## src/rtl/pmem_loader_pkg.sv

```systemverilog
// Shared definitions for the program-memory loader: state encodings and frame byte layout.
package pmem_loader_pkg;

   localparam int BYTE_W    = 8;
   localparam int HDR_BYTES = 4;   // ADDR_HI ADDR_LO CNT_HI CNT_LO
   localparam int CNT_W     = 16;

   typedef enum logic [3:0] {
      ST_IDLE    = 4'd0,
      ST_ADDR_HI = 4'd1,
      ST_ADDR_LO = 4'd2,
      ST_CNT_HI  = 4'd3,
      ST_CNT_LO  = 4'd4,
      ST_DATA_HI = 4'd5,
      ST_DATA_LO = 4'd6,
      ST_CSUM    = 4'd7,
      ST_DONE    = 4'd8,
      ST_ERROR   = 4'd9
   } ld_state_e;

   // Receiving states are contiguous in the encoding, so a range check suffices.
   function automatic logic st_receiving(ld_state_e s);
      return (s >= ST_ADDR_HI) && (s <= ST_CSUM);
   endfunction

   function automatic logic st_can_start(ld_state_e s);
      return (s == ST_IDLE) || (s == ST_DONE) || (s == ST_ERROR);
   endfunction

endpackage

```

## src/rtl/pmem_loader_csum.sv

```systemverilog
// 8-bit XOR accumulator over accepted frame bytes; clear has priority over enable.
module pmem_loader_csum
   import pmem_loader_pkg::*;
(
   input  logic              clock_i,
   input  logic              reset_i,
   input  logic              clr_i,
   input  logic              en_i,
   input  logic [BYTE_W-1:0] byte_i,
   output logic [BYTE_W-1:0] sum_o
);

   logic [BYTE_W-1:0] sum_q, sum_d;

   always_comb begin
      sum_d = sum_q;
      if (clr_i)
         sum_d = '0;
      else if (en_i)
         sum_d = sum_q ^ byte_i;
   end

   always_ff @(posedge clock_i) begin
      if (!reset_i)
         sum_q <= '0;
      else
         sum_q <= sum_d;
   end

   assign sum_o = sum_q;

endmodule

```

## src/rtl/pmem_loader.sv

```systemverilog
// Program-memory loader: parses a framed byte stream into pmem word writes and gates core reset.
module pmem_loader
   import pmem_loader_pkg::*;
#(
   parameter int PMEM_ADDR_WIDTH  = 12,
   parameter int PMEM_WORD_WIDTH  = 16,
   parameter int PC_INCREMENT     = 2,
   parameter int HOLD_AFTER_RESET = 1
) (
   input  logic                       clock,
   input  logic                       reset,
   input  logic                       in_start,
   input  logic [7:0]                 in_byte,
   input  logic                       in_byte_valid,
   output logic                       out_byte_ready,
   output logic                       out_pmem_wr_en,
   output logic [PMEM_ADDR_WIDTH-1:0] out_pmem_wr_addr,
   output logic [PMEM_WORD_WIDTH-1:0] out_pmem_wr_word,
   output logic                       out_cpu_hold,
   output logic                       out_busy,
   output logic                       out_done,
   output logic                       out_error
);

   localparam logic HOLD_RST = (HOLD_AFTER_RESET != 0);

   ld_state_e                  state_q, state_d;
   logic [BYTE_W-1:0]          addr_hi_q, addr_hi_d;
   logic [PMEM_ADDR_WIDTH-1:0] addr_q, addr_d;
   logic [CNT_W-1:0]           cnt_q, cnt_d;
   logic [BYTE_W-1:0]          data_hi_q, data_hi_d;
   logic                       wr_en_q, wr_en_d;
   logic [PMEM_ADDR_WIDTH-1:0] wr_addr_q, wr_addr_d;
   logic [PMEM_WORD_WIDTH-1:0] wr_word_q, wr_word_d;
   logic                       hold_q, hold_d;

   logic                       accept;
   logic                       csum_clr;
   logic                       csum_en;
   logic [BYTE_W-1:0]          csum;

   assign out_byte_ready = st_receiving(state_q);
   assign accept         = in_byte_valid && out_byte_ready;
   // The checksum byte itself is compared, never folded into the running sum.
   assign csum_en        = accept && (state_q != ST_CSUM);

   pmem_loader_csum u_csum (
      .clock_i (clock),
      .reset_i (reset),
      .clr_i   (csum_clr),
      .en_i    (csum_en),
      .byte_i  (in_byte),
      .sum_o   (csum)
   );

   always_comb begin
      state_d   = state_q;
      addr_hi_d = addr_hi_q;
      addr_d    = addr_q;
      cnt_d     = cnt_q;
      data_hi_d = data_hi_q;
      wr_en_d   = 1'b0;
      wr_addr_d = wr_addr_q;
      wr_word_d = wr_word_q;
      hold_d    = hold_q;
      csum_clr  = 1'b0;

      case (state_q)
         ST_IDLE, ST_DONE, ST_ERROR: begin
            if (in_start) begin
               state_d  = ST_ADDR_HI;
               hold_d   = 1'b1;
               csum_clr = 1'b1;
            end
         end
         ST_ADDR_HI: if (accept) begin
            addr_hi_d = in_byte;
            state_d   = ST_ADDR_LO;
         end
         ST_ADDR_LO: if (accept) begin
            addr_d  = PMEM_ADDR_WIDTH'({addr_hi_q, in_byte});
            state_d = ST_CNT_HI;
         end
         ST_CNT_HI: if (accept) begin
            cnt_d   = {in_byte, cnt_q[7:0]};
            state_d = ST_CNT_LO;
         end
         ST_CNT_LO: if (accept) begin
            cnt_d   = {cnt_q[15:8], in_byte};
            state_d = ({cnt_q[15:8], in_byte} == '0) ? ST_CSUM : ST_DATA_HI;
         end
         ST_DATA_HI: if (accept) begin
            data_hi_d = in_byte;
            state_d   = ST_DATA_LO;
         end
         ST_DATA_LO: if (accept) begin
            wr_en_d   = 1'b1;
            wr_addr_d = addr_q;
            wr_word_d = {data_hi_q, in_byte};
            addr_d    = addr_q + PMEM_ADDR_WIDTH'(PC_INCREMENT);
            cnt_d     = cnt_q - 1'b1;
            state_d   = (cnt_q == CNT_W'(1)) ? ST_CSUM : ST_DATA_HI;
         end
         ST_CSUM: if (accept) begin
            if (in_byte == csum) begin
               state_d = ST_DONE;
               hold_d  = 1'b0;
            end else begin
               state_d = ST_ERROR;
            end
         end
         default: state_d = ST_IDLE;
      endcase
   end

   always_ff @(posedge clock) begin
      if (!reset) begin
         state_q   <= ST_IDLE;
         addr_hi_q <= '0;
         addr_q    <= '0;
         cnt_q     <= '0;
         data_hi_q <= '0;
         wr_en_q   <= 1'b0;
         wr_addr_q <= '0;
         wr_word_q <= '0;
         hold_q    <= HOLD_RST;
      end else begin
         state_q   <= state_d;
         addr_hi_q <= addr_hi_d;
         addr_q    <= addr_d;
         cnt_q     <= cnt_d;
         data_hi_q <= data_hi_d;
         wr_en_q   <= wr_en_d;
         wr_addr_q <= wr_addr_d;
         wr_word_q <= wr_word_d;
         hold_q    <= hold_d;
      end
   end

   assign out_pmem_wr_en   = wr_en_q;
   assign out_pmem_wr_addr = wr_addr_q;
   assign out_pmem_wr_word = wr_word_q;
   assign out_cpu_hold     = hold_q;
   assign out_busy         = st_receiving(state_q);
   assign out_done         = (state_q == ST_DONE);
   assign out_error        = (state_q == ST_ERROR);

endmodule
```

## config.mk

```make
export PLATFORM = sky130hd
export DESIGN_NAME = pmem_loader
export DESIGN_NICKNAME = d
export VERILOG_FILES = /design/src/rtl/pmem_loader_pkg.sv /design/src/rtl/pmem_loader_csum.sv /design/src/rtl/pmem_loader.sv
export SDC_FILE = /design/constraint.sdc
export NUM_CORES = 1
export LEC_CHECK = 0
export ABC_AREA = 1
export BUFFER_PORTS_ARGS = -buffer_cell sky130_fd_sc_hd__buf_2
export CORE_MARGIN = 2
export CORE_UTILIZATION = 40
export DETAILED_ROUTE_END_ITERATION = 12
export MAX_ROUTING_LAYER = met4
export PLACE_DENSITY = 0.57
export SYNTH_ARGS = -nofsm -noshare
export SYNTH_HDL_FRONTEND = slang
export SYNTH_SLANG_ARGS = --single-unit
```

## constraint.sdc

```tcl
create_clock -name clock -period 2.4 [get_ports clock]
set_input_delay 0.24 -clock clock [delete_from_list [all_inputs] [get_ports clock]]
set_output_delay 0.24 -clock clock [all_outputs]
set_load 0.05 [all_outputs]
```

* Word-level counts from Yosys, hierarchy flattened
Index checks and enable logic that the tools add are counted.
Storage, ports and cells: bits in registers 82, bits in writable memories 0, input port bits 12, logic and storage cells 86, latch bits 0, memories 0, ROM bits 0, output and inout port bits 34
Operators by class: mux-type cells 26, equal/unequal tests 21, multipliers 0, bitwise gates (word level) 4, magnitude comparators 2, reductions and logical operators 20, divide/modulo/power cells 0, shift operators 0, $add $sub $neg 2
Operators by type and width (count):
- case mux 16 bit (3 select lines) | 1
- 2-to-1 mux 16 bit | 2
- 2-to-1 mux 4 bit | 8
- case mux 4 bit (8 select lines) | 1
- 2-to-1 mux 12 bit | 2
- case mux 12 bit (2 select lines) | 1
- inequality test 2 bit, second input constant | 9
- equality test 16 x 1 -> 1 bit, second input constant | 1
- equality test 4 x 3 -> 1 bit, second input constant | 4
- zero test 16 bit | 1
- subtractor 16 x 1 -> 16 bit, second input constant | 1
- adder 12 x 2 -> 12 bit, second input constant | 1
- AND reduction 4 bit | 3
- equality test 4 x 2 -> 1 bit, second input constant | 2
- equality test 4 bit, second input constant | 2
- equality test 8 bit | 1
- 2-to-1 mux 8 bit | 1
- AND reduction 2 bit | 4
- AND reduction 8 bit | 1
- nonzero test 2 bit | 4
- bitwise XOR 8 bit | 1
- 2-to-1 mux 1 bit | 7
- equality test 4 x 1 -> 1 bit, second input constant | 1
- >= comparator 4 x 1 -> 1 bit, second input constant | 1
- other kinds (10) | 15

* Depth between registers and ports, before layout
Gate-level depths: netlist of run 1.
word-level depth 5, gate-level depth with buffers 11, gate-level depth less buffers 11

* By module
Synthesis of run 1 repeated with hierarchy kept, for this count alone.
Second synthesis, totals: cells, all modules 595, area, all modules 4085.2 um^2
By module, submodules not included:
- pmem_loader | area an instance 3724.8 um^2, instances 1, seq. area each 1481.4 um^2, cells each 551
- pmem_loader_csum | area an instance 360.3 um^2, instances 1, seq. area each 160.2 um^2, cells each 44

* Worst setup path after synthesis of run 1
No wires, ideal clock.
kind reg2reg, from register state_q[1], to register u_csum.sum_q[6] (netlist: u_csum.sum_o[6]), path slack 0.541 ns, data arrival time 1.790 ns, path buffers 2, library setup time 0.070 ns, cell stages (with the launch flop) 9, clock period less this slack 1.859 ns, cells stage by stage dfxtp_1 > buf_2 > nor2_4 > a21oi_2 > nand2_1 > nor2_2 > buf_4 > o21ai_0 > a21oi_1
Between the ends: word-level cells in the longest chain between the ends 4, elaborated cells between the ends (all ways) 12
Ends and longest elaborated chain:
- start, declared | RTL line pmem_loader.sv:27 | ld_state_e state_q, state_d;
- start signal, assigned | RTL line pmem_loader.sv:128 | state_q <= state_d;
- >= comparator 4 x 1 -> 1 bit or less-or-equal comparator 4 x 3 -> 1 bit (tied branches)
- logical AND 1 bit (*)
- via out_busy | RTL line pmem_loader.sv:20 | output logic out_busy,
- logical AND 1 bit (*) | RTL line pmem_loader.sv:43 | assign accept = in_byte_valid && out_byte_ready;
- logical AND 1 bit (*) | RTL line pmem_loader.sv:45 | assign csum_en = accept && (state_q != ST_CSUM);
- end signal, assigned | RTL line pmem_loader_csum.sv:27 | sum_q <= sum_d;
- end, declared | RTL line pmem_loader_csum.sv:13 | logic [BYTE_W-1:0] sum_q, sum_d;
Mark *: on every way through the listed nets, which the timed path passes. The rest lies on a longest branch. A chain may end at the register's enable or synchronous reset.

* Worst setup path in the final report of run 1
from register state_q[1], to register cnt_q[5]
Between the ends: word-level cells in the longest chain between the ends 5, elaborated cells between the ends (all ways) 13
Ends and longest elaborated chain:
- >= comparator 4 x 1 -> 1 bit or less-or-equal comparator 4 x 3 -> 1 bit (tied branches) | RTL line pmem_loader_pkg.sv:23 | return (s >= ST_ADDR_HI) && (s <= ST_CSUM);
- logical AND 1 bit | RTL line pmem_loader_pkg.sv:23
- logical AND 1 bit | RTL line pmem_loader.sv:43
- inequality test 2 bit (no source line)
- AND reduction 4 bit (no source line)
- end signal, assigned | RTL line pmem_loader.sv:131 | cnt_q <= cnt_d;
- end, declared | RTL line pmem_loader.sv:30 | logic [CNT_W-1:0] cnt_q, cnt_d;
Several ways; a longest one is shown, not always the timed one.

==> impl_results.md, run 1 <==
* PwrDens at 750.3 mW/mm2
* CP peak stage delay at 530 ps
* Die Y-Extent at 106.1 um
* Avg Cell Area, Syn at 6.582 um2
* DR vias/cell at 5.092
* Most common cell after layout, fill and taps aside: nand2_1
* Setup slack after layout at 423.6 ps
* Resized Gates After CTS at 0
* Global route overflow at 0
* ANT nets after route at 0
* CP startpoint kind: register
* Crit path capture type: register
* Status: finished, final reports clean
* DRC at 0
* CTS sink cnt at 82
* Synth cell types at 30
* Seq/Total Area, Yosys at 39.34%
* Initial core utilization at 40.79%
* Crit path DAT at 2210 ps
* Placed Cells incl. Taps at 795
* Post-synth EDFFs at 0
* Filler Cells Inserted at 1,114
* Fin nets at 685
* Slew Viols, Final at 0
* Drt first pass iters at 5
* CTS buffer count at 9
* Required time of the worst setup path at 2630 ps
* Worst skew pair latency at 360 ps
* Leakage at 0.002020 uW
* Clk Tree Root Cell: clkbuf_8
* Final clock period utilization by the worst path at 82.35%
* Max Freq at 506.0 MHz
* Setup_tns at 0 ps
* Synth Flop Type: dfxtp_1
* # hold bufs at CTS at 0
* P&R area growth vs syn at 11.96%
* Initial antenna violation count at 0
* Slowest cell on crit path: dfxtp_1
* Post-Syn Area at 0.004173 mm2
* Cells after Synth at 634
* Vias in the first global route at 3,795
* Crit path max fanout at 16
* Final wirelength at 11.02 mm
* Pre-CTS WS at 474.0 ps
* Clock Path Buffers at 2
* Total GRT Usage at 21.14%
* H-tree Lvls at 3
* Commonest non-fill, non-tap cells in the layout: nand2_1, nor2_1, a21oi_1, dfxtp_1, inv_1
* CTS tree: done
* Syn Nets at 649
* Max-slew headroom at 64.62%
* Critical path class: register to register
* Final setup viols at 0
* RSZ-0062 raised after global routing: false
* Postcts setup bufs at 0
* Seq cells post-synth at 82
* Layout Utilization at 45.66%
* Met3 Resource Use GR at 2.391%
* Largest net degree at the start of global routing at 43
* Global placement routability congestion at 0.8887
* IO Pins at 46
* N_diodes at 0
* Async SR Flop Fraction at 0%
* Top Usage Layer GRT: met2
* Final non-filler cell total at 811
* Worst-Margin Slew at 530.1 ps
* PortBufs at 45
* Met1 GRT Util at 29.20%
* Die Wd at 106.1 um
* Worst hold path type: input pin to register
* Layout cell share with drive strength beyond 1 at 13.63%
* First-pass GRT wire length at 18.53 mm
* Clock Skew at 13.10 ps
* Min Tclk post-route at 1976 ps
* M2 GR Usage at 32.28%
* Top Family by Delay on Critical Path: simple AND/OR/NAND/NOR gates
* Die area at 0.01126 mm2
* WP buf/inv at 1
* Max Cap Viol at 0
* Initial DRC count at 242
* Reg clk slew, reported paths at 100 ps
* Reg2Reg Setup Slack at 420 ps
* Worst vdd ir at 0.3277 mV
* Core area at 0.01023 mm2
* Via count at 4,130
* Fin. Hold Viols at 0
* Routed WL per cell at 13.58 um
* Ys Warns at 0
* CP cell instances: nor2_4, nand2_2, nand2_2, nor2_8, nand2_1, inv_1, o21ai_0, nand2_1, a21oi_1
* DP HPWL at 7.774 mm
* FP Rows at 37
[cell type report]
cell class              instances  area, um2  share of cell area (%)
clock buffers                   9      123.9                   2.651
clock inverters                 7      66.31                   1.419
inverters                      69      259.0                   5.544
multi-input cells             458       2123                   45.45
flip-flops and latches         82       1642                   35.14
well taps                     136      170.2                   3.642
repair buffers                 50      287.8                   6.160
[through the flow]
stage          hold slack [ps]  power [uW]  instance area [um2]
2_1_floorplan            374.9        2339                 4173
3_3_place_gp             439.8        2523                 4482
3_5_place_dp             443.4        2534                 4482
4_1_cts                  179.4        3536                 4672
5_1_grt                  210.6        3723                 4672
6_report                 184.0        3505                 4672
[cells in the mapped netlist (3+ instances only)]
cell	n	area, um2
nand2_2	5	31.28
nand4_1	6	37.54
a21oi_1	82	410.4
nor2_1	96	360.4
inv_2	4	15.01
nand3_1	41	205.2
buf_2	8	40.04
dfxtp_1	82	1642
inv_1	65	244.0
nand2_1	138	518.0
nor3_1	4	20.02
ha_1	3	37.54
o21ai_0	56	280.3
o22ai_1	3	18.77
buf_6	3	33.78
buf_4	6	45.04
nor2_2	12	75.07
clkbuf_1	7	26.28
[final timing paths]
check / end / cells after the start / start
worst max register to register: cnt_q[5]$_SDFFE_PN0P_ / 9 / state_q[1]$_SDFFE_PN0P_
worst min register to register: addr_hi_q[0]$_SDFFE_PN0P_ / 2 / addr_hi_q[0]$_SDFFE_PN0P_
worst max-delay path: cnt_q[5]$_SDFFE_PN0P_ / 9 / state_q[1]$_SDFFE_PN0P_
worst min-delay path: addr_q[0]$_SDFFE_PN0P_ / 3 / in_byte[0]
[per-layer routing]
layer	share of wire, %	wire length, um
met5	0	0
met4	1.5	163
met3	4.8	528
met2	44	4888
met1	49	5435
[cell families (layout without fill, tap and decap cells)]
kind of cell | count (synthesis) | after routing | share of synthesized area [%]
AO/OA/AOI/OAI | 147 | 147 | 18.26
buffers and inverters | 94 | 135 | 9.775
AND/OR/NAND/NOR | 306 | 306 | 31.30
adder cells (fa/ha/maj) | 3 | 3 | 0.8996
XOR/XNOR | 2 | 2 | 0.4199
flip-flops | 82 | 82 | 39.34
[worst min-delay path, delay by kind of cell]
kind	cells	cell delay, ps
AOI/OAI and AO/OA	1	50
buffers and inverters	1	120
and+or+nand+nor	1	80
[power breakdown]
group / total, uW / internal, uW / switching, uW
registers: 1580 / 1470 / 109
logic: 932 / 251 / 681
clock network: 998 / 405 / 592
[sequential cells by signal, indices dropped and copies added (netlist names)]
name	count
cnt_q	16
addr_q	12
state_q	4
addr_hi_q	4
out_pmem_wr_en	1
u_csum.sum_o	8
out_pmem_wr_word	16
out_cpu_hold	1
out_pmem_wr_addr	12
data_hi_q	8
No activity file was read; power rests on OpenSTA's default activity.
==> inputs of run 2 (changes only) <==
--- a/config.mk
+++ b/config.mk
@@ -11,7 +11,7 @@
 export CORE_UTILIZATION = 40
 export DETAILED_ROUTE_END_ITERATION = 12
 export MAX_ROUTING_LAYER = met4
-export PLACE_DENSITY = 0.57
+export PLACE_DENSITY = 0.59
 export SYNTH_ARGS = -nofsm -noshare
 export SYNTH_HDL_FRONTEND = slang
 export SYNTH_SLANG_ARGS = --single-unit
==> constraint.sdc (replaced) <==
create_clock -name clock -period 1.6 [get_ports clock]
set_input_delay 0.16 -clock clock [delete_from_list [all_inputs] [get_ports clock]]
set_output_delay 0.16 -clock clock [all_outputs]
set_load 0.05 [all_outputs]
==> run 2 against run 1 <==
Final area increased by 7.3%. Wire length grew 5.5%. Setup slack worse by 360 ps. Sequential power is 49% higher. Hold slack worse by 82 ps. Core utilization increased by 3.3 points. Non-clock buffer count rose by 30. Critical path type is now register to primary output. Combinational power grew 88%. Global-route usage increased by 0.33 points. Power rose by 62%.
==> impl_results.md, run 2 (synthesis results as in run 1) <==
* Design area at 0.005014 mm2
* Core area at 0.01023 mm2
* Min Tclk post-route at 1539 ps
* Crit path DAT at 1380 ps
* PwrDens at 1131 mW/mm2
* Critical path class: register to primary output
* Clock Skew at 11.15 ps
* Global route overflow at 0
* Worst R2R Start: state_q[2]$_SDFFE_PN0P_
* Total GRT Usage at 21.47%
* Die Wd at 106.1 um
* Vias in the first global route at 3,885
* Final setup viols at 0
* Worst reg2reg path depth at 9
* N_diodes at 0
* Leakage at 0.002223 uW
* Layout cell share with drive strength beyond 1 at 19.29%
* Crit path capture type: primary output
* RSZ-0062 raised after global routing: true
* Min-delay src: in_byte[0]
* Worst Hold End: addr_q[0]$_SDFFE_PN0P_
* Initial antenna violation count at 0
* Crit path max fanout at 7
* Drt first pass iters at 5
* Fin. Hold Viols at 0
* CP startpoint kind: register
* Largest net degree at the start of global routing at 49
* Worst hold path type: input pin to register
* Worst flop-to-flop path endpoint: cnt_q[9]$_SDFFE_PN0P_
* Routed WL per cell at 13.82 um
* First-pass GRT wire length at 18.78 mm
* CTS tree: done
* Placed Cells incl. Taps at 817
* Die area at 0.01126 mm2
* Fin nets at 715
* P&R area growth vs syn at 20.15%
* DP Area at 0.004668 mm2
* Required time of the worst setup path at 1440 ps
* DRC at 0
* H-tree Lvls at 3
* Initial DRC count at 274
* Max-slew headroom at 75.27%
* Worst vdd ir at 1.341 mV
* CTS sink cnt at 82
* Filler Cells Inserted at 1,058
* Max Freq at 649.9 MHz
* Clk Tree Root Cell: clkbuf_8
* DP HPWL at 8.149 mm
* PortBufs at 45
* Final clock period utilization by the worst path at 96.17%
* Die Y-Extent at 106.1 um
* Reg2Reg Setup Slack at 90 ps
* IO Pins at 46
* Worst-Margin Slew at 369.7 ps
* Via count at 4,293
* Global placement routability congestion at 0.9067
* Final wirelength at 11.62 mm
* Status: finished, final reports clean
* Initial core utilization at 40.79%
* Pwr Total at 5669 uW
* Slew Viols, Final at 0
* ANT nets after route at 0
* Clock Path Buffers at 2
* Max Cap Viol at 0
* Most common cell after layout, fill and taps aside: nand2_1
* DR vias/cell at 5.105
* Worst skew pair latency at 370 ps
* Commonest non-fill, non-tap cells in the layout: nand2_1, nor2_1, a21oi_1
* FP Rows at 37
* Final non-filler cell total at 841
* CTS buffer count at 9
* Reg clk slew, reported paths at 100 ps
* Worst hold stages at 3
run 2: how the worst max path moves through the flow:
stage / from / end / cells past startpoint / slack [ps]
after floorplan: state_q[1]$_SDFFE_PN0P_ / u_csum.sum_o[6]$_SDFFE_PP0P_ / 8 / 40
after global placement: state_q[1]$_SDFFE_PN0P_ / cnt_q[8]$_SDFFE_PN0P_ / 8 / 50
after detailed placement: state_q[1]$_SDFFE_PN0P_ / addr_q[11]$_SDFFE_PN0P_ / 7 / -30
after CTS: state_q[2]$_SDFFE_PN0P_ / out_byte_ready / 4 / -50
after global routing: state_q[2]$_SDFFE_PN0P_ / out_byte_ready / 4 / -2
final: state_q[2]$_SDFFE_PN0P_ / out_byte_ready / 4 / 60
run 2: routing by layer:
layer / GRT usage (%) / vias to the layer above / part of all wire [%] / routed length [um]
met2: 33.06 / 124 / 45 / 5237
met1: 28.43 / 1975 / 48 / 5632
li1: - / 2183 / - / -
met5: - / - / 0 / 0
met4: 6.579 / 0 / 0.99 / 115
met3: 4.476 / 11 / 5.5 / 636
run 2: cell type report:
class	count	area, um2	area share [%]
tap	136	170.2	3.394
sequential	82	1652	32.94
clock buffer	9	123.9	2.471
inverter	69	264.0	5.266
timing repair buffer	80	546.8	10.91
clock inverter	7	76.32	1.522
multi-input combinational	458	2181	43.50
run 2: power breakdown:
part | switching, uW | total, uW | leakage [uW] | internal [uW]
Clock | 934 | 1560 | 0.000103 | 624
Sequential | 154 | 2360 | 0.000664 | 2210
Combinational | 1140 | 1750 | 0.00146 | 612
run 2: timing repair:
item / 4_1_cts / 5_1_grt
cloned: 0 / 1
buffers inserted: 0 / 7
hold buffers: 0 / 0
pin swaps: 0 / 4
gates resized for setup: 1 / 26
setup endpoints to repair: 14 / 65
run 2: critical path, cell delays in order, from the launching register on:
cell and delay [ps]:
dfxtp_4 430, nor2_4 50, buf_4 150, a21oi_4 190, buf_6 190
run 2: metrics by stage:
| stage | hold slack [ps] | setup TNS, ps | worst slack (ps) | utilization, % |
|---|---|---|---|---|
| floorplan | 294.9 | 0 | 38.36 | - |
| global placement | 440.0 | 0 | 45.56 | 45.63 |
| detailed placement | 435.1 | -93.52 | -31.55 | 45.63 |
| CTS | 90.22 | -107.9 | -54.27 | 47.60 |
| global route | 86.75 | -1.928 | -1.928 | 49.00 |
| finish | 101.6 | 0 | 61.33 | 49.00 |
